File: config.mk
export PLATFORM = sky130hd
export DESIGN_NAME = pio_clkdiv_bank_flat
export DESIGN_NICKNAME = d
export VERILOG_FILES = /design/src/rtl/pio_clkdiv_bank_if.sv /design/src/rtl/pio_clkdiv_bank.sv /design/src/flat_wrapper.sv
export SDC_FILE = /design/constraint.sdc
export NUM_CORES = 1
export LEC_CHECK = 0
export CAP_MARGIN = 25
export CORE_ASPECT_RATIO = 1.2
export CORE_MARGIN = 3
export CORE_UTILIZATION = 31
export CTS_CLUSTER_SIZE = 40
export DETAILED_ROUTE_END_ITERATION = 7
export SLEW_MARGIN = 20
export SYNTH_ARGS = -nofsm -noshare
export SYNTH_HDL_FRONTEND = slang
export SYNTH_SLANG_ARGS = --single-unit
File: constraint.sdc
create_clock -name clk -period 6.3 [get_ports clk]
set_clock_uncertainty 0.1 [all_clocks]
set_input_delay 1.26 -clock clk [delete_from_list [all_inputs] [get_ports clk]]
set_output_delay 1.26 -clock clk [all_outputs]
set_load 0.01 [all_outputs]
File: src/rtl/pio_clkdiv_bank_if.sv
`default_nettype none
// ============================================================================
// Module      : pio_clkdiv_bank_if
// Description : Configuration and step-enable bundle for pio_clkdiv_bank.
//               master : configuration decode side (drives cfg_*, en, restart)
//               slave  : divider bank (drives clk_en, pending[, cfg_dout])
//               Signals:
//                 cfg_we   write strobe for divisor register cfg_idx
//                 cfg_idx  channel select (IDX_W bits)
//                 cfg_div  divisor {INT, FRAC}, INT in the MSBs
//                 en       per-channel run enable
//                 restart  per-channel phase restart pulse
//                 clk_en   per-channel registered step pulse
//                 pending  staged divisor awaiting its reload point
//                 cfg_dout divisor readback (only with PIO_CLKDIV_READBACK_EN)
// Revision    : 1.0 - initial release
// ============================================================================
interface pio_clkdiv_bank_if #(
    parameter int NUM_SM = 4,
    parameter int INT_W  = 16,
    parameter int FRAC_W = 8,
    parameter int IDX_W  = 2
);
    logic                    cfg_we;
    logic [IDX_W-1:0]        cfg_idx;
    logic [INT_W+FRAC_W-1:0] cfg_div;
    logic [NUM_SM-1:0]       en;
    logic [NUM_SM-1:0]       restart;
    logic [NUM_SM-1:0]       clk_en;
    logic [NUM_SM-1:0]       pending;
`ifdef PIO_CLKDIV_READBACK_EN
    logic [INT_W+FRAC_W-1:0] cfg_dout;

    modport master (
        output cfg_we, cfg_idx, cfg_div, en, restart,
        input  clk_en, pending, cfg_dout
    );
    modport slave (
        input  cfg_we, cfg_idx, cfg_div, en, restart,
        output clk_en, pending, cfg_dout
    );
`else
    modport master (
        output cfg_we, cfg_idx, cfg_div, en, restart,
        input  clk_en, pending
    );
    modport slave (
        input  cfg_we, cfg_idx, cfg_div, en, restart,
        output clk_en, pending
    );
`endif
endinterface
`default_nettype wire

File: src/rtl/pio_clkdiv_bank.sv
`default_nettype none
// ============================================================================
// Module      : pio_clkdiv_bank
// Description : Bank of NUM_SM independent fractional clock dividers. Each
//               channel emits a one-cycle clk_en pulse whose average period is
//               INT + FRAC/2^FRAC_W clocks. Divisor writes to a running channel
//               are staged and take effect at the next reload; restart aligns
//               channel phases.
// Ports       : clk    system clock (rising edge)
//               reset  synchronous, active-low reset
//               bus    pio_clkdiv_bank_if.slave (cfg_we, cfg_idx, cfg_div, en,
//                      restart in; clk_en, pending[, cfg_dout] out)
// Options     : define PIO_CLKDIV_READBACK_EN to add the registered cfg_dout
//               divisor readback port.
// Revision    : 1.0 - initial release
// ============================================================================
module pio_clkdiv_bank #(
    parameter int NUM_SM = 4,
    parameter int INT_W  = 16,
    parameter int FRAC_W = 8,
    parameter int IDX_W  = 2
) (
    input  wire                    clk,
    input  wire                    reset,
    pio_clkdiv_bank_if.slave       bus
);
    localparam int c_div_w = INT_W + FRAC_W;
    localparam int c_cnt_w = INT_W + 1;
    localparam logic [c_div_w-1:0] c_div_one = {INT_W'(1), FRAC_W'(0)};

    logic [NUM_SM-1:0]              clk_en_vec;
    logic [NUM_SM-1:0]              pending_vec;
    logic [NUM_SM-1:0][c_div_w-1:0] rb_val;

    for (genvar i = 0; i < NUM_SM; i++) begin : g_ch
        logic [c_div_w-1:0] div_cur_q, div_cur_d;
        logic [c_div_w-1:0] div_new_q, div_new_d;
        logic [c_cnt_w-1:0] cnt_q, cnt_d;
        logic [FRAC_W-1:0]  acc_q, acc_d;
        logic               pend_q, pend_d;
        logic               clk_en_q, clk_en_d;

        logic               w_wr_hit;
        logic [c_div_w-1:0] w_div_use;
        logic [INT_W-1:0]   w_int;
        logic [c_cnt_w-1:0] w_int_eff;
        logic [FRAC_W-1:0]  w_frac_eff;
        logic [FRAC_W:0]    w_sum;
        logic [c_cnt_w-1:0] w_reload;

        assign w_wr_hit  = bus.cfg_we && (bus.cfg_idx == IDX_W'(i));
        // A reload with a staged divisor already runs on the staged value.
        assign w_div_use = pend_q ? div_new_q : div_cur_q;
        assign w_int     = w_div_use[c_div_w-1:FRAC_W];
        // INT==0 encodes 2^INT_W, and its FRAC field is ignored.
        assign w_int_eff  = (w_int == '0) ? {1'b1, {INT_W{1'b0}}} : {1'b0, w_int};
        assign w_frac_eff = (w_int == '0) ? '0 : w_div_use[FRAC_W-1:0];
        assign w_sum      = {1'b0, acc_q} + {1'b0, w_frac_eff};
        // Accumulator carry stretches this gap by one clock.
        assign w_reload   = w_int_eff - c_cnt_w'(1) + {{INT_W{1'b0}}, w_sum[FRAC_W]};

        always_comb begin
            div_cur_d = div_cur_q;
            div_new_d = div_new_q;
            cnt_d     = cnt_q;
            acc_d     = acc_q;
            pend_d    = pend_q;
            clk_en_d  = 1'b0;
            if (bus.restart[i]) begin
                cnt_d  = '0;
                acc_d  = '0;
                pend_d = 1'b0;
                if (w_wr_hit)
                    div_cur_d = bus.cfg_div;
                else if (pend_q)
                    div_cur_d = div_new_q;
            end else if (!bus.en[i]) begin
                // Idle channel: a write lands directly, no reload to wait for.
                if (w_wr_hit) begin
                    div_cur_d = bus.cfg_div;
                    pend_d    = 1'b0;
                end
            end else begin
                if (cnt_q == '0) begin
                    clk_en_d = 1'b1;
                    acc_d    = w_sum[FRAC_W-1:0];
                    cnt_d    = w_reload;
                    if (pend_q) begin
                        div_cur_d = div_new_q;
                        pend_d    = 1'b0;
                    end
                end else begin
                    cnt_d = cnt_q - c_cnt_w'(1);
                end
                // Staging is applied last so a write on a reload edge stays
                // pending for the following reload.
                if (w_wr_hit) begin
                    div_new_d = bus.cfg_div;
                    pend_d    = 1'b1;
                end
            end
        end

        always_ff @(posedge clk) begin
            if (!reset) begin
                div_cur_q <= c_div_one;
                div_new_q <= c_div_one;
                cnt_q     <= '0;
                acc_q     <= '0;
                pend_q    <= 1'b0;
                clk_en_q  <= 1'b0;
            end else begin
                div_cur_q <= div_cur_d;
                div_new_q <= div_new_d;
                cnt_q     <= cnt_d;
                acc_q     <= acc_d;
                pend_q    <= pend_d;
                clk_en_q  <= clk_en_d;
            end
        end

        assign clk_en_vec[i]  = clk_en_q;
        assign pending_vec[i] = pend_q;
        assign rb_val[i]      = pend_q ? div_new_q : div_cur_q;
    end

    assign bus.clk_en  = clk_en_vec;
    assign bus.pending = pending_vec;

`ifdef PIO_CLKDIV_READBACK_EN
    logic [c_div_w-1:0] cfg_dout_q, cfg_dout_d;

    always_comb begin
        cfg_dout_d = '0;
        for (int k = 0; k < NUM_SM; k++) begin
            if (bus.cfg_idx == IDX_W'(k))
                cfg_dout_d = rb_val[k];
        end
    end

    always_ff @(posedge clk) begin
        if (!reset)
            cfg_dout_q <= '0;
        else
            cfg_dout_q <= cfg_dout_d;
    end

    assign bus.cfg_dout = cfg_dout_q;
`else
    // Readback values are only consumed by the optional readback mux.
    logic w_rb_unused;
    assign w_rb_unused = ^rb_val;
`endif

endmodule
`default_nettype wire
File: src/flat_wrapper.sv
// flat-port wrapper written by rule: the top's interface ports become plain ports
module pio_clkdiv_bank_flat 
#(
    parameter int NUM_SM = 4,
    parameter int INT_W  = 16,
    parameter int FRAC_W = 8,
    parameter int IDX_W  = 2
)
  (clk, reset, bus_cfg_we, bus_cfg_idx, bus_cfg_div, bus_en, bus_restart, bus_clk_en, bus_pending);
  pio_clkdiv_bank_if #(.NUM_SM(NUM_SM), .INT_W(INT_W), .FRAC_W(FRAC_W), .IDX_W(IDX_W)) bus_i ();
  input  wire clk;
  input  wire reset;
  input wire logic [$bits(bus_i.cfg_we)-1:0] bus_cfg_we;
  input wire logic [$bits(bus_i.cfg_idx)-1:0] bus_cfg_idx;
  input wire logic [$bits(bus_i.cfg_div)-1:0] bus_cfg_div;
  input wire logic [$bits(bus_i.en)-1:0] bus_en;
  input wire logic [$bits(bus_i.restart)-1:0] bus_restart;
  output wire logic [$bits(bus_i.clk_en)-1:0] bus_clk_en;
  output wire logic [$bits(bus_i.pending)-1:0] bus_pending;
  assign bus_i.cfg_we = bus_cfg_we;
  assign bus_i.cfg_idx = bus_cfg_idx;
  assign bus_i.cfg_div = bus_cfg_div;
  assign bus_i.en = bus_en;
  assign bus_i.restart = bus_restart;
  assign bus_clk_en = bus_i.clk_en;
  assign bus_pending = bus_i.pending;
  pio_clkdiv_bank #(.NUM_SM(NUM_SM), .INT_W(INT_W), .FRAC_W(FRAC_W), .IDX_W(IDX_W)) u_core (.clk(clk), .reset(reset), .bus(bus_i));
endmodule
==> metrics.yaml, run 1 <==
final_layout:
  fin_cells: 2889
  fill_cells: 5635
  nets: 2230
  multi_input_area_sq_mm: 0.0107
  syn_to_final_growth_pct: 12.4
  final_area_sq_mm: 0.0196
  final-seq-area_sq_mm: 0.00601
  final_layout_size_suffix_gt1_share_pct: 6.92
floorplanning:
  io_pins: 45
  die_h_um: 266
  die_w_um: 222
  dieArea_sq_mm: 0.0591
  rows: 94
  core-area_sq_mm: 0.0552
  initial_core_util_pct: 31.6
placement:
  placed_area_sq_mm: 0.0184
  io_buffers: 44
  placedCellCount: 2826
  gp_congestion: 0.880
  dp_hpwl_um: 34900
logic_synthesis:
  syn_nets: 2282
  synth_top_area_share_pct: 34.5
  ys.flop_type: "dfxtp_1"
  synth_area_leaders: "dfxtp_1, nand2_1, mux2i_1"
  yosysTopAreaCell: "dfxtp_1"
  synth_edf_count: 0
  avgSynthCellArea_sq_um: 7.93
  yosysSeqAreaShare_pct: 34.5
  yosys_warnings: 0
  synthesis.area_sq_mm: 0.0174
  synth.distinct_cells: 78
  ys_ff_latch: 300
  synthCells: 2197
  async_flop_share_pct: 0
drt:
  drc_errors: 0
  highest_layer: "met5"
  drt_iter0_markers: 1020
  routed_wl_um: 50300
  wl_met1_um: 22300
  wl_met3_um: 2260
  num_vias: 15500
  dr_wl_met2_um: 23600
  drtPass1Iterations: 5
  post_drt_via_cell_ratio: 5.35
  routedWlPerCell_um: 17.4
  ant_nets: 0
power_and_ir_drop:
  design_power_total_w: 0.00688
  p_switching_w: 0.00262
  leakage_nw: 6.81
  intPower_w: 0.00427
  sequentialPowerShare_pct: 33.2
  combPwrFrac_pct: 37.5
  ir_drop_v: 0.000184
  swShare_pct: 38.0
  p_per_area_mw_per_mm2: 352
  power_frac_clock_pct: 29.4
clocking:
  h-tree-depth: 2
  cts-resized-gates: 0
  clk_latency_ns: 0.52
  cts_tree: "yes"
  cts.clk_slew.worst_paths_ns: 0.06
  numCtsBuffers: 34
  cts_root_buffer: "clkbuf_16"
  clock_sinks: 300
  cts_max_path_buffers: 3
  cts_setup_buffers: 0
  cts_hold_buf: 0
run:
  cap_viol_max_count: 0
grt:
  grt_pass1_vias: 15200
  antenna_found_initial: 2
  grt-ovfl-total: 0
  grt_pass1_wl_um: 80900
  grt_max_degree: 79
  groute.usage.overall_pct: 16.5
sta:
  setup_viol: 0
  period_needed_ns: 5.91
  rsz0062_at_grt: "false"
  timing.final.crit_share_pct: 93.8
  fmax_mhz: 169
  setup_tns_ns: 0
  final-max-slew-violation-count: 0
  finalHoldViolations: 0
  relSlewSlack_pct: 32.8
  tightest_slew_ns: 1.01
  holdWs_ns: 0.359
setup_path:
  cp.required_ns: 6.64
  path_cells: "mux2i_1 -> nand4_1 -> nor4_4 -> buf_4 -> nor2_1 -> ha_1 -> fa_1 -> a21o_1 -> a21oi_1 -> o21ai_0 -> a21o_1 -> a21oi_1 -> ha_1 -> o2111ai_1 -> nor4_1 -> o21ai_0 -> xnor2_1 -> a211oi_1"
  cp_max_fo: 38
  slowest_delay_ns: 0.87
  cp.arrival_ns: 6.25
  crit_type: "flop to flop"
  start_kind: "flop"
  cpMaxStageDelayCell: "dfxtp_2"
  crit_path_end_kind: "flop"
outcome:
  status: "finished, final reports clean"
hold_path:
  hp-class: "flop to flop"
metrics by stage:
step / util, % / setup WS, ns
2_1_floorplan: - / 1.12
3_3_place_gp: 33.2 / 0.598
3_5_place_dp: 33.4 / 0.417
4_1_cts: 35.4 / 0.388
5_1_grt: 35.5 / 0.0660
6_report: 35.5 / 0.393
power by group through the flow:
stage | logic, W | clock network [W] | registers [W]
2_1_floorplan | 0.00200 | 0 | 0.00227
3_3_place_gp | 0.00250 | 0 | 0.00231
3_5_place_dp | 0.00255 | 0 | 0.00232
4_1_cts | 0.00257 | 0.00207 | 0.00228
5_1_grt | 0.00288 | 0.00214 | 0.00231
6_report | 0.00258 | 0.00202 | 0.00228
synth_stat cells, types with 11 or more instances:
cell      count
o211ai_1     12
clkbuf_1     99
inv_1        20
a21o_1       13
or4_1        12
or3_1        17
dfxtp_1     300
mux2_2       15
o21ai_0      48
nor2_1      229
nor3_1       72
ha_1         44
a211oi_1    109
xnor2_1      46
a21oi_1     189
o22ai_1      14
buf_4        14
nand4_1      16
nor3b_1      23
mux2i_1     111
buf_2        29
a21boi_0     93
nor4_1       28
and2_1       11
nand2_1     302
nor2b_1      90
clkbuf_2     17
xor2_1       35
nand3_1      47
registers in the layout, summed over array words and instances (netlist names):
| signal | cells |
|---|---|
| u_core.g_ch.pend_q | 4 |
| u_core.g_ch.clk_en_q | 4 |
| u_core.g_ch.acc_q | 32 |
| u_core.g_ch.cnt_q | 68 |
| u_core.g_ch.div_new_q | 96 |
| u_core.g_ch.div_cur_q | 96 |
final timing paths:
path | from | end | slack [ns] | depth (start not counted)
worst min register to register | u_core.g_ch[2].acc_q[4] | u_core.g_ch[2].acc_q[4] | 0.36 | 2
worst min-delay path | u_core.g_ch[2].acc_q[4] | u_core.g_ch[2].acc_q[4] | 0.36 | 2
worst max-delay path | u_core.g_ch[3].pend_q | u_core.g_ch[3].cnt_q[13] | 0.39 | 18
worst max register to register | u_core.g_ch[3].pend_q | u_core.g_ch[3].cnt_q[13] | 0.39 | 18
layout make-up:
type	instances	share of cell area [%]
multi-input cells	1711	54.6
flip-flops and latches	300	30.7
clock buffers	50	5.22
well taps	720	4.60
repair buffers	78	3.94
clock inverters	9	0.505
inverters	20	0.383
diodes	1	0.0128
layer usage:
metal	vias up	global-route usage [%]
met3	121	2.60
met4	2	7.34
met5	-	0
met2	335	27.9
met1	7321	20.9
li1	7671	-
layout by cell type (no fill, tap or decap), types with 6 or more instances in the layout:
cell and n:
and2_1 11, buf_4 29, a21o_1 13, clkbuf_16 35, o21ai_0 48, nand2b_1 9
clkbuf_1 6, o211ai_1 12, or3_1 17, nor4b_1 9, nor4_1 28, mux2_2 15
mux2i_1 111, nand3b_1 7, nor2_1 229, a211oi_1 106, a22oi_1 6, inv_1 20
or4_1 12, xor2_1 35, nor3b_1 22, nand3_1 47, or2_2 7, nor3_1 69
a21boi_0 93, a31oi_1 6, nor2b_1 90, nor4_2 6, clkbuf_8 9, ha_1 44
clkinv_2 6, o22ai_1 14, xnor2_1 46, nand4_1 16, dfxtp_1 296, nand2_1 302
o21ai_1 9, clkdlybuf4s50_1 43, and3_1 7, a21oi_1 185
critical path: cells and delay by family, from the launching register on:
family | cells | cell delay (ns)
AOI/OAI and AO/OA | 8 | 1.75
and+or+nand+nor | 4 | 1.17
adders and majority gates | 3 | 0.90
DFF | 1 | 0.87
muxes | 1 | 0.58
xor gates and xnor gates | 1 | 0.22
buffers and inverters | 1 | 0.21
logic make-up (layout without fill, tap and decap cells):
logic type | Yosys count | after routing | share of synthesized area [%]
xor+xnor | 81 | 81 | 4.07
other cells | 0 | 1 | 0
mux | 128 | 128 | 7.51
simple gates | 913 | 913 | 25.6
buf+inv | 186 | 157 | 4.73
compound gates | 541 | 541 | 20.0
fa+ha+maj | 48 | 48 | 3.62
flops | 300 | 300 | 34.5
No activity file was read; power rests on OpenSTA's default activity.
==> run 2, diff against run 1 <==
- CORE_UTILIZATION: 31 -> 40
- TNS_END_PERCENT: unset -> 100
==> metrics.yaml, run 2 (synthesis results as in run 1) <==
outcome:
  status: "finished, final reports clean"  # unchanged
setup_path:
  start_kind: "flop"  # unchanged
  cp_max_fo: 15  # was 38
  cp.arrival_ns: 6.04  # was 6.25 ns
  crit_type: "flop to flop"  # unchanged
  crit_path_end_kind: "flop"  # unchanged
  cp.required_ns: 6.61  # was 6.64 ns
clocking:
  cts_setup_buffers: 0  # unchanged
  cts.clk_slew.worst_paths_ns: 0.06  # about the same
  cts_max_path_buffers: 3  # unchanged
  numCtsBuffers: 35  # was 34
  cts-resized-gates: 0  # unchanged
  cts_root_buffer: "clkbuf_16"  # unchanged
  h-tree-depth: 2  # unchanged
  clk_latency_ns: 0.53  # was 0.52 ns
  cts_tree: "yes"  # unchanged
  cts_hold_buf: 0  # unchanged
  clock_sinks: 300  # unchanged
drt:
  num_vias: 15300  # was 15500
  routedWlPerCell_um: 18.0  # was 17.4 um
  ant_nets: 0  # unchanged
  drtPass1Iterations: 5  # unchanged
  drt_iter0_markers: 1143  # was 1020
  drc_errors: 0  # unchanged
  routed_wl_um: 48900  # was 50300 um
  post_drt_via_cell_ratio: 5.61  # was 5.35
grt:
  grt_max_degree: 107  # was 79
  groute.usage.overall_pct: 20.5  # was 16.5%
  grt_pass1_vias: 14200  # was 15200
  grt-ovfl-total: 0  # unchanged
  antenna_found_initial: 0  # was 2
  grt_pass1_wl_um: 78000  # was 80900 um
sta:
  fmax_mhz: 175  # was 169 MHz
  relSlewSlack_pct: 32.9  # was 32.8%
  period_needed_ns: 5.73  # was 5.91 ns
  finalHoldViolations: 0  # unchanged
  setup_tns_ns: 0  # unchanged
  timing.final.crit_share_pct: 90.9  # was 93.8%
  tightest_slew_ns: 1.00  # was 1.01 ns
  final-max-slew-violation-count: 0  # unchanged
  rsz0062_at_grt: "false"  # unchanged
  setup_viol: 0  # unchanged
power_and_ir_drop:
  leakage_nw: 6.84  # was 6.81 nW
  p_per_area_mw_per_mm2: 363  # was 352 mW/mm^2
  design_power_total_w: 0.00705  # was 0.00688 W
  ir_drop_v: 0.000162  # was 0.000184 V
floorplanning:
  dieArea_sq_mm: 0.0461  # was 0.0591 sq mm
  die_h_um: 235  # was 266 um
  core-area_sq_mm: 0.0429  # was 0.0552 sq mm
  rows: 83  # was 94
  initial_core_util_pct: 40.6  # was 31.6%
  die_w_um: 197  # was 222 um
  io_pins: 45  # unchanged
final_layout:
  final_layout_size_suffix_gt1_share_pct: 6.88  # was 6.92%
  final_cell_mix: "nand2_1, dfxtp_1, nor2_1, a21oi_1, mux2i_1"  # unchanged
  syn_to_final_growth_pct: 11.6  # was 12.4%
  diodes: 0  # was 1
  final_common_cell: "nand2_1"  # unchanged
  nets: 2226  # was 2230
  reg.largest.list: "u_core.g_ch.div_cur_q: 96 flops, u_core.g_ch.div_new_q: 96 flops, u_core.g_ch.cnt_q: 68 flops"  # unchanged
placement:
  dp_hpwl_um: 33500  # was 34900 um
  gp_congestion: 0.873  # was 0.880
  io_buffers: 44  # unchanged
run:
  cap_viol_max_count: 0  # unchanged
hold_path:
  hp-class: "flop to flop"  # unchanged
[run 2: power breakdown]
group / internal [W] / switching, W / total [W]
clock network: 0.00135 / 0.000828 / 0.00218
logic: 0.000973 / 0.00162 / 0.00259
registers: 0.00210 / 0.000184 / 0.00228
total: 0.00442 / 0.00263 / 0.00705
[run 2: final timing paths]
check                          startpoint                       end  slack [ns]  depth (start not counted)
setup / recovery    u_core.g_ch[1].pend_q  u_core.g_ch[1].cnt_q[15]        0.57                         21
hold / removal    u_core.g_ch[2].acc_q[3]   u_core.g_ch[2].acc_q[3]        0.36                          2
setup reg to reg    u_core.g_ch[1].pend_q  u_core.g_ch[1].cnt_q[15]        0.57                         21
hold reg to reg   u_core.g_ch[2].acc_q[3]   u_core.g_ch[2].acc_q[3]        0.36                          2
[run 2: cell type report]
cell class                 instances  area, sq um
clock inverter                     9          148
fill                            4148        23400
inverter                          20         75.1
clock buffer                      54         1090
timing repair buffer              73          738
tap                              552          691
multi-input combinational       1711        10700
sequential                       300         6010
[run 2: metrics by stage]
| stage | std cells | area, sq um | utilization [%] | setup WS [ns] | hold WS [ns] |
|---|---|---|---|---|---|
| 3_5_place_dp | 2655 | 18200 | 42.4 | 0.519 | 0.351 |
| 2_1_floorplan | 2197 | 17400 | - | 1.12 | 0.335 |
| 6_report | 2719 | 19400 | 45.3 | 0.571 | 0.358 |
| 3_3_place_gp | 2650 | 18100 | 42.2 | 0.530 | 0.346 |
| 5_1_grt | 2719 | 19400 | 45.3 | 0.109 | 0.376 |
| 4_1_cts | 2718 | 19400 | 45.3 | 0.467 | 0.363 |
[run 2: critical path, stage by stage (launching register included)]
cell and delay (ns):
dfxtp_2 0.38, buf_4 0.24, nor3_1 0.27, o21ai_0 0.15, or4_1 0.58, nor4_2 0.16
buf_4 0.19, nor2_1 0.06, ha_1 0.23, fa_1 0.44, a21o_1 0.20, a21oi_1 0.22
o21ai_0 0.18, a21o_1 0.21, a21oi_1 0.20, ha_1 0.22, nor4bb_1 0.47, o221ai_1 0.31
nor3_1 0.36, nand3b_1 0.14, xor2_1 0.17, o2bb2ai_1 0.14
[run 2: layer usage]
layer / up-vias / track usage, % / share of wire (%)
li1: 7657 / - / -
met1: 7222 / 28.0 / 47
met2: 308 / 34.4 / 48
met3: 67 / 2.42 / 3.5
met4: 0 / 5.75 / 2.2
met5: - / 0 / 0
==> run 3, diff against run 2 <==
- CORE_MARGIN: 3 -> 2
- CTS_CLUSTER_DIAMETER: unset -> 150
==> metrics.yaml, run 3 (synthesis results as in run 1) <==
grt:
  grt_pass1_wl_um: 78100  # was 78000 um
  grt_pass1_vias: 14300  # was 14200
  grt_max_degree: 105  # was 107
  groute.usage.overall_pct: 21.2  # was 20.5%
  antenna_found_initial: 0  # unchanged
  grt-ovfl-total: 0  # unchanged
clocking:
  cts_setup_buffers: 0  # unchanged
  cts_hold_buf: 0  # unchanged
  clk_latency_ns: 0.52  # was 0.53 ns
  numCtsBuffers: 11  # was 35
  cts_max_path_buffers: 3  # unchanged
  cts.clk_slew.worst_paths_ns: 0.15  # was 0.06 ns
  cts_root_buffer: "clkbuf_16"  # unchanged
  cts_tree: "yes"  # unchanged
  h-tree-depth: 1  # was 2
  clock_sinks: 300  # unchanged
floorplanning:
  die_h_um: 233  # was 235 um
  die_w_um: 195  # was 197 um
  initial_core_util_pct: 40.6  # unchanged
  io_pins: 45  # unchanged
  dieArea_sq_mm: 0.0452  # was 0.0461 sq mm
  core-area_sq_mm: 0.0429  # unchanged
  rows: 83  # unchanged
power_and_ir_drop:
  leakage_nw: 6.42  # was 6.84 nW
  p_switching_w: 0.00241  # was 0.00263 W
  intPower_w: 0.00340  # was 0.00442 W
  p_per_area_mw_per_mm2: 312  # was 363 mW/mm^2
  power_frac_clock_pct: 16.2  # was 30.9%
  combPwrFrac_pct: 44.5  # was 36.7%
  ir_drop_v: 0.000171  # was 0.000162 V
  swShare_pct: 41.5  # was 37.3%
  sequentialPowerShare_pct: 39.3  # was 32.3%
final_layout:
  reg.largest.list: "u_core.g_ch.div_cur_q: 96 flops, u_core.g_ch.div_new_q: 96 flops, u_core.g_ch.cnt_q: 68 flops"  # unchanged
  diodes: 0  # unchanged
  final_layout_size_suffix_gt1_share_pct: 5.23  # was 6.88%
  final_area_sq_mm: 0.0186  # was 0.0194 sq mm
  final_common_cell: "nand2_1"  # unchanged
  final_cell_mix: "nand2_1, dfxtp_1, nor2_1, a21oi_1, mux2i_1"  # unchanged
  nets: 2208  # was 2226
  syn_to_final_growth_pct: 6.65  # was 11.6%
placement:
  placed_area_sq_mm: 0.0183  # was 0.0182 sq mm
  gp_congestion: 0.864  # was 0.873
  dp_hpwl_um: 34200  # was 33500 um
  io_buffers: 44  # unchanged
drt:
  num_vias: 15300  # about the same
  drt_iter0_markers: 1000  # was 1143
  routedWlPerCell_um: 18.3  # was 18.0 um
  drtPass1Iterations: 5  # unchanged
  ant_nets: 0  # unchanged
  routed_wl_um: 48900  # about the same
  drc_errors: 0  # unchanged
  post_drt_via_cell_ratio: 5.73  # was 5.61
setup_path:
  cpMaxStageDelayCell: "dfxtp_2"  # was or4_1
  crit_path_end_kind: "flop"  # unchanged
  crit_type: "flop to flop"  # unchanged
  start_kind: "flop"  # unchanged
  slowest_delay_ns: 0.93  # was 0.58 ns
  cp_max_fo: 41  # was 15
  path_cells: "mux2i_1 -> nand4_1 -> nor4_4 -> buf_4 -> nor2_1 -> ha_1 -> fa_1 -> a21o_1 -> a21oi_1 -> o21ai_0 -> a21o_1 -> a21oi_1 -> ha_1 -> ha_1 -> nand3_1 -> or2_2 -> or4_1 -> nand4_1 -> nand3_1"  # was buf_4 -> nor3_1 -> o21ai_0 -> or4_1 -> nor4_2 -> buf_4 -> nor2_1 -> ha_1 -> fa_1 -> a21o_1 -> a21oi_1 -> o21ai_0 -> a21o_1 -> a21oi_1 -> ha_1 -> nor4bb_1 -> o221ai_1 -> nor3_1 -> nand3b_1 -> xor2_1 -> o2bb2ai_1
  cp_common_cell: "ha_1"
  cp.arrival_ns: 5.99  # was 6.04 ns
  cp.required_ns: 6.60  # was 6.61 ns
sta:
  finalHoldViolations: 0  # unchanged
  period_needed_ns: 5.69  # was 5.73 ns
  setup_viol: 0  # unchanged
  setup_tns_ns: 0  # unchanged
  rsz0062_at_grt: "false"  # unchanged
  relSlewSlack_pct: 34.7  # was 32.9%
  tightest_slew_ns: 0.978  # was 1.00 ns
  timing.final.crit_share_pct: 90.3  # was 90.9%
  final-max-slew-violation-count: 0  # unchanged
  fmax_mhz: 176  # was 175 MHz
hold_path:
  hp-class: "flop to flop"  # unchanged
run:
  cap_viol_max_count: 0  # unchanged
outcome:
  status: "finished, final reports clean"  # unchanged
run 3: routing by layer:
layer  GRT usage [%]  routed length (um)  vias to the layer above
li1                -                   -                     7597
met1            26.9               21300                     7342
met2            38.0               24200                      321
met3            2.04                2120                       73
met4            6.37                1290                        0
met5               0                   0                        -
run 3: stage by stage:
stage / power [W] / instances / setup slack, ns / hold WS (ns) / util (%)
detailed placement: 0.00489 / 2661 / 0.684 / 0.352 / 42.6
global route: 0.00621 / 2674 / 0.0158 / 0.391 / 43.3
CTS: 0.00583 / 2673 / 0.633 / 0.371 / 43.2
floorplan: 0.00426 / 2197 / 1.12 / 0.335 / -
finish: 0.00581 / 2674 / 0.611 / 0.366 / 43.3
global placement: 0.00483 / 2656 / 0.700 / 0.343 / 42.3
run 3: critical path: cells and delay by family (launching register included):
| family | cells | cell delay [ns] |
|---|---|---|
| simple gates | 8 | 1.63 |
| fa+ha+maj | 4 | 1.14 |
| compound gates | 5 | 1.04 |
| flops | 1 | 0.93 |
| mux | 1 | 0.52 |
| buf+inv | 1 | 0.20 |
run 3: final timing paths:
path	startpoint	to	slack, ns	depth (start not counted)
worst max-delay path	u_core.g_ch[3].pend_q	u_core.g_ch[3].cnt_q[10]	0.61	19
worst min-delay path	u_core.g_ch[2].acc_q[4]	u_core.g_ch[2].acc_q[4]	0.37	2
worst max register to register	u_core.g_ch[3].pend_q	u_core.g_ch[3].cnt_q[10]	0.61	19
worst min register to register	u_core.g_ch[2].acc_q[4]	u_core.g_ch[2].acc_q[4]	0.37	2
run 3: layout make-up:
class	instances	area [sq um]
fill	4286	24300
multi-input combinational	1711	10700
sequential	300	6010
timing repair buffer	79	808
tap	552	691
clock buffer	11	275
inverter	20	75.1
clock inverter	1	20.0
run 3: power groups by stage:
stage | Sequential, W | Combinational, W | Clock, W
floorplan | 0.00227 | 0.00200 | 0
global placement | 0.00231 | 0.00252 | 0
detailed placement | 0.00232 | 0.00257 | 0
CTS | 0.00228 | 0.00258 | 0.000977
global route | 0.00231 | 0.00287 | 0.00103
finish | 0.00228 | 0.00258 | 0.000942
run 3: what timing repair did:
item | in CTS | in global routing
resized for setup | 0 | 1
setup endpoints to repair | 0 | 2
hold endpoints to repair | 0 | 0
==> variant (config.mk and constraints of run 3) <==
`IDX_W` is set to 2 in 3 places; all go to 3.
--- a/src/rtl/pio_clkdiv_bank_if.sv
+++ b/src/rtl/pio_clkdiv_bank_if.sv
@@ -20,5 +20,5 @@
     parameter int INT_W  = 16,
     parameter int FRAC_W = 8,
-    parameter int IDX_W  = 2
+    parameter int IDX_W  = 3
 );
     logic                    cfg_we;
--- a/src/rtl/pio_clkdiv_bank.sv
+++ b/src/rtl/pio_clkdiv_bank.sv
@@ -19,5 +19,5 @@
     parameter int INT_W  = 16,
     parameter int FRAC_W = 8,
-    parameter int IDX_W  = 2
+    parameter int IDX_W  = 3
 ) (
     input  wire                    clk,
--- a/src/flat_wrapper.sv
+++ b/src/flat_wrapper.sv
@@ -5,5 +5,5 @@
     parameter int INT_W  = 16,
     parameter int FRAC_W = 8,
-    parameter int IDX_W  = 2
+    parameter int IDX_W  = 3
 )
   (clk, reset, bus_cfg_we, bus_cfg_idx, bus_cfg_div, bus_en, bus_restart, bus_clk_en, bus_pending);
Ports: changed (resized bus_cfg_idx); port bits go from 45 to 46. No check against the original RTL was run, so the function may have changed too.
==> variant against run 3 <==
  * The flow now finishes with violations (design-rule violations)
  * Die area fell by 0.18%
  * Cell area shrank 0.72%
  * Global-route usage down 0.59 points
  * Hold slack better by 0.0052 ns
  * Critical path depth increased by 2
  * Fmax shrank 1.5%
  * Area after synthesis is 0.18% lower
  * Power grew 4.5%
  * Core utilization decreased by 0.31 points
  * Sequential cell count did not move
  * Setup slack got worse by 0.086 ns
  * Wire length down 3.7%
==> variant: results (changes against run 3) <==
* Post-placement cell area at 18100 sq um (was 18300 sq um)
* Violated checks: design-rule violations
* First-pass GRT wire length at 76.9 mm (was 78.1 mm)
* Wirelength, routed at 47.1 mm (was 48.9 mm)
* CTS clk-pin slew, worst paths at ~0.16 ns
* Final HPWL DP at 32.9 mm (was 34.2 mm)
* Synth warn at 0 (unchanged)
* Worst path max stage delay at 0.51 ns (was 0.93 ns)
* H-tree depth at 1 (unchanged)
* Clk buf depth at 3 (unchanged)
* Setup bufs post-CTS at 0 (unchanged)
* Status: finished with violations (was finished, final reports clean)
* GRT Total Usage at 20.6% (was 21.2%)
* GPL Wtd Cong at 0.896 (was 0.864)
* Hold Crit Class: reg2reg (unchanged)
* Synth unique cells at 82 (was 78)
* Vias per cell at 5.66 (was 5.73)
* Layout Nets at 2217 (was 2208)
* CTS resizes at 0 (unchanged)
* Worst hold slack at 0.371 ns (was 0.366 ns)
* Clock latency on the worst-skew pair at 0.52 ns (about the same)
* Drt pass-1 iters at 7 (was 5)
* Fill count at 4267 (was 4286)
* Syn nets at 2290 (was 2282)
* Root Buffer Master: clkbuf_16 (unchanged)
* Vias in the first global route at 14200 (was 14300)
* Share of flip-flops with an asynchronous set or reset at 0% (unchanged)
* Fraction of layout cells with a size suffix above 1 at 4.08% (was 5.23%)
* CTS Buf Count at 11 (unchanged)
* Initial DRC Count at 921 (was 1000)
* Top cells by area, synth: dfxtp_1 (35%), nand2_1 (6.9%), mux2i_1 (6.0%) (was dfxtp_1 (34%), nand2_1 (6.5%), mux2i_1 (6.4%))
* Reg2reg setup slack at 0.52 ns (was 0.61 ns)
* Initial antenna violation count at 0 (unchanged)
* CP top delay family: compound AO/OA/AOI/OAI gates (was simple AND/OR/NAND/NOR gates)
* Slowest CP cell: dfxtp_4 (was dfxtp_2)
* Post-synth top cells: nand2_1 (320), dfxtp_1 (300), nor2_1 (220) (was nand2_1 (302), dfxtp_1 (300), nor2_1 (229))
* Crit path DAT at 6.13 ns (was 5.99 ns)
* PortBufs at 45 (was 44)
* Antenna Cells at 0 (unchanged)
* Leak at 6.23 nW (was 6.42 nW)
* Peak VDD IR at 0.000190 V (was 0.000171 V)
* DRC viols at 3 (was 0)
* Register area share after synthesis at 34.5% (about the same)
* Largest net degree at the start of global routing at 78 (was 105)
* Crit path max fanout at 30 (was 41)
* Slew HR at 34.3% (was 34.7%)
* Count leader, synth: nand2_1 (unchanged)
* Top Registers: u_core.g_ch.div_cur_q x96, u_core.g_ch.div_new_q x96, u_core.g_ch.cnt_q x68 (unchanged)
-- variant: final timing paths --
kind                                                  from                                        to  depth (start not counted)
setup reg to reg        u_core.g_ch[1].pend_q$_SDFFE_PP0P_     u_core.g_ch[1].cnt_q[14]$_SDFFE_PP0P_                         21
setup / recovery        u_core.g_ch[1].pend_q$_SDFFE_PP0P_     u_core.g_ch[1].cnt_q[14]$_SDFFE_PP0P_                         21
hold / removal    u_core.g_ch[0].div_new_q[7]$_SDFFE_PN0P_  u_core.g_ch[0].div_new_q[7]$_SDFFE_PN0P_                          2
hold reg to reg   u_core.g_ch[0].div_new_q[7]$_SDFFE_PN0P_  u_core.g_ch[0].div_new_q[7]$_SDFFE_PN0P_                          2
-- variant: kinds of logic after synthesis --
family | after synthesis | synth area share [%]
compound gates | 560 | 20.7
mux | 111 | 6.45
fa+ha+maj | 48 | 3.63
flops | 300 | 34.5
simple gates | 922 | 25.8
xor+xnor | 81 | 4.08
buf+inv | 182 | 4.78
-- variant: where the power goes --
part / internal [W] / switching, W
registers: 0.00212 / 0.000187
clock network: 0.000329 / 0.000616
logic: 0.00103 / 0.00179
total: 0.00347 / 0.00259
-- variant: through the flow --
step | std cells | setup slack, ns
floorplan | 2204 | 1.19
global placement | 2667 | 0.602
detailed placement | 2669 | 0.394
CTS | 2681 | 0.309
global route | 2682 | 0.0341
finish | 2682 | 0.525
-- variant: cell type report --
class                           instances  area [sq um]  area share [%]
Clock buffer                           11           275            1.49
Clock inverter                          1          20.0           0.109
Inverter                               17          63.8           0.346
Multi-Input combinational cell       1722         10700            57.7
Sequential cell                       300          6020            32.6
Tap cell                              552           691            3.74
Timing Repair Buffer                   79           731            3.96
-- variant: worst reg2reg max path: stages, from the launching register on --
cell,delay [ns]
dfxtp_4,0.51
buf_6,0.32
nor3b_1,0.39
o22a_1,0.23
o21ai_0,0.19
nor2_4,0.17
nor2_1,0.07
ha_1,0.22
fa_1,0.44
a21o_1,0.19
a21oi_1,0.22
o21ai_0,0.18
a21o_1,0.21
a21oi_1,0.21
ha_1,0.24
ha_1,0.21
nor4bb_1,0.43
o22ai_1,0.23
nor4_1,0.38
xor2_1,0.12
a211o_1,0.31
a21oi_1,0.13
-- variant: layer usage --
| metal | part of all wire (%) | up-vias | GRT usage [%] | routed length, um |
|---|---|---|---|---|
| li1 | - | 7620 | - | - |
| met1 | 48 | 7244 | 28.3 | 22800 |
| met2 | 45 | 276 | 34.8 | 21400 |
| met3 | 3.8 | 45 | 1.97 | 1800 |
| met4 | 2.2 | 0 | 5.19 | 1050 |
| met5 | 0 | - | 0 | 0 |
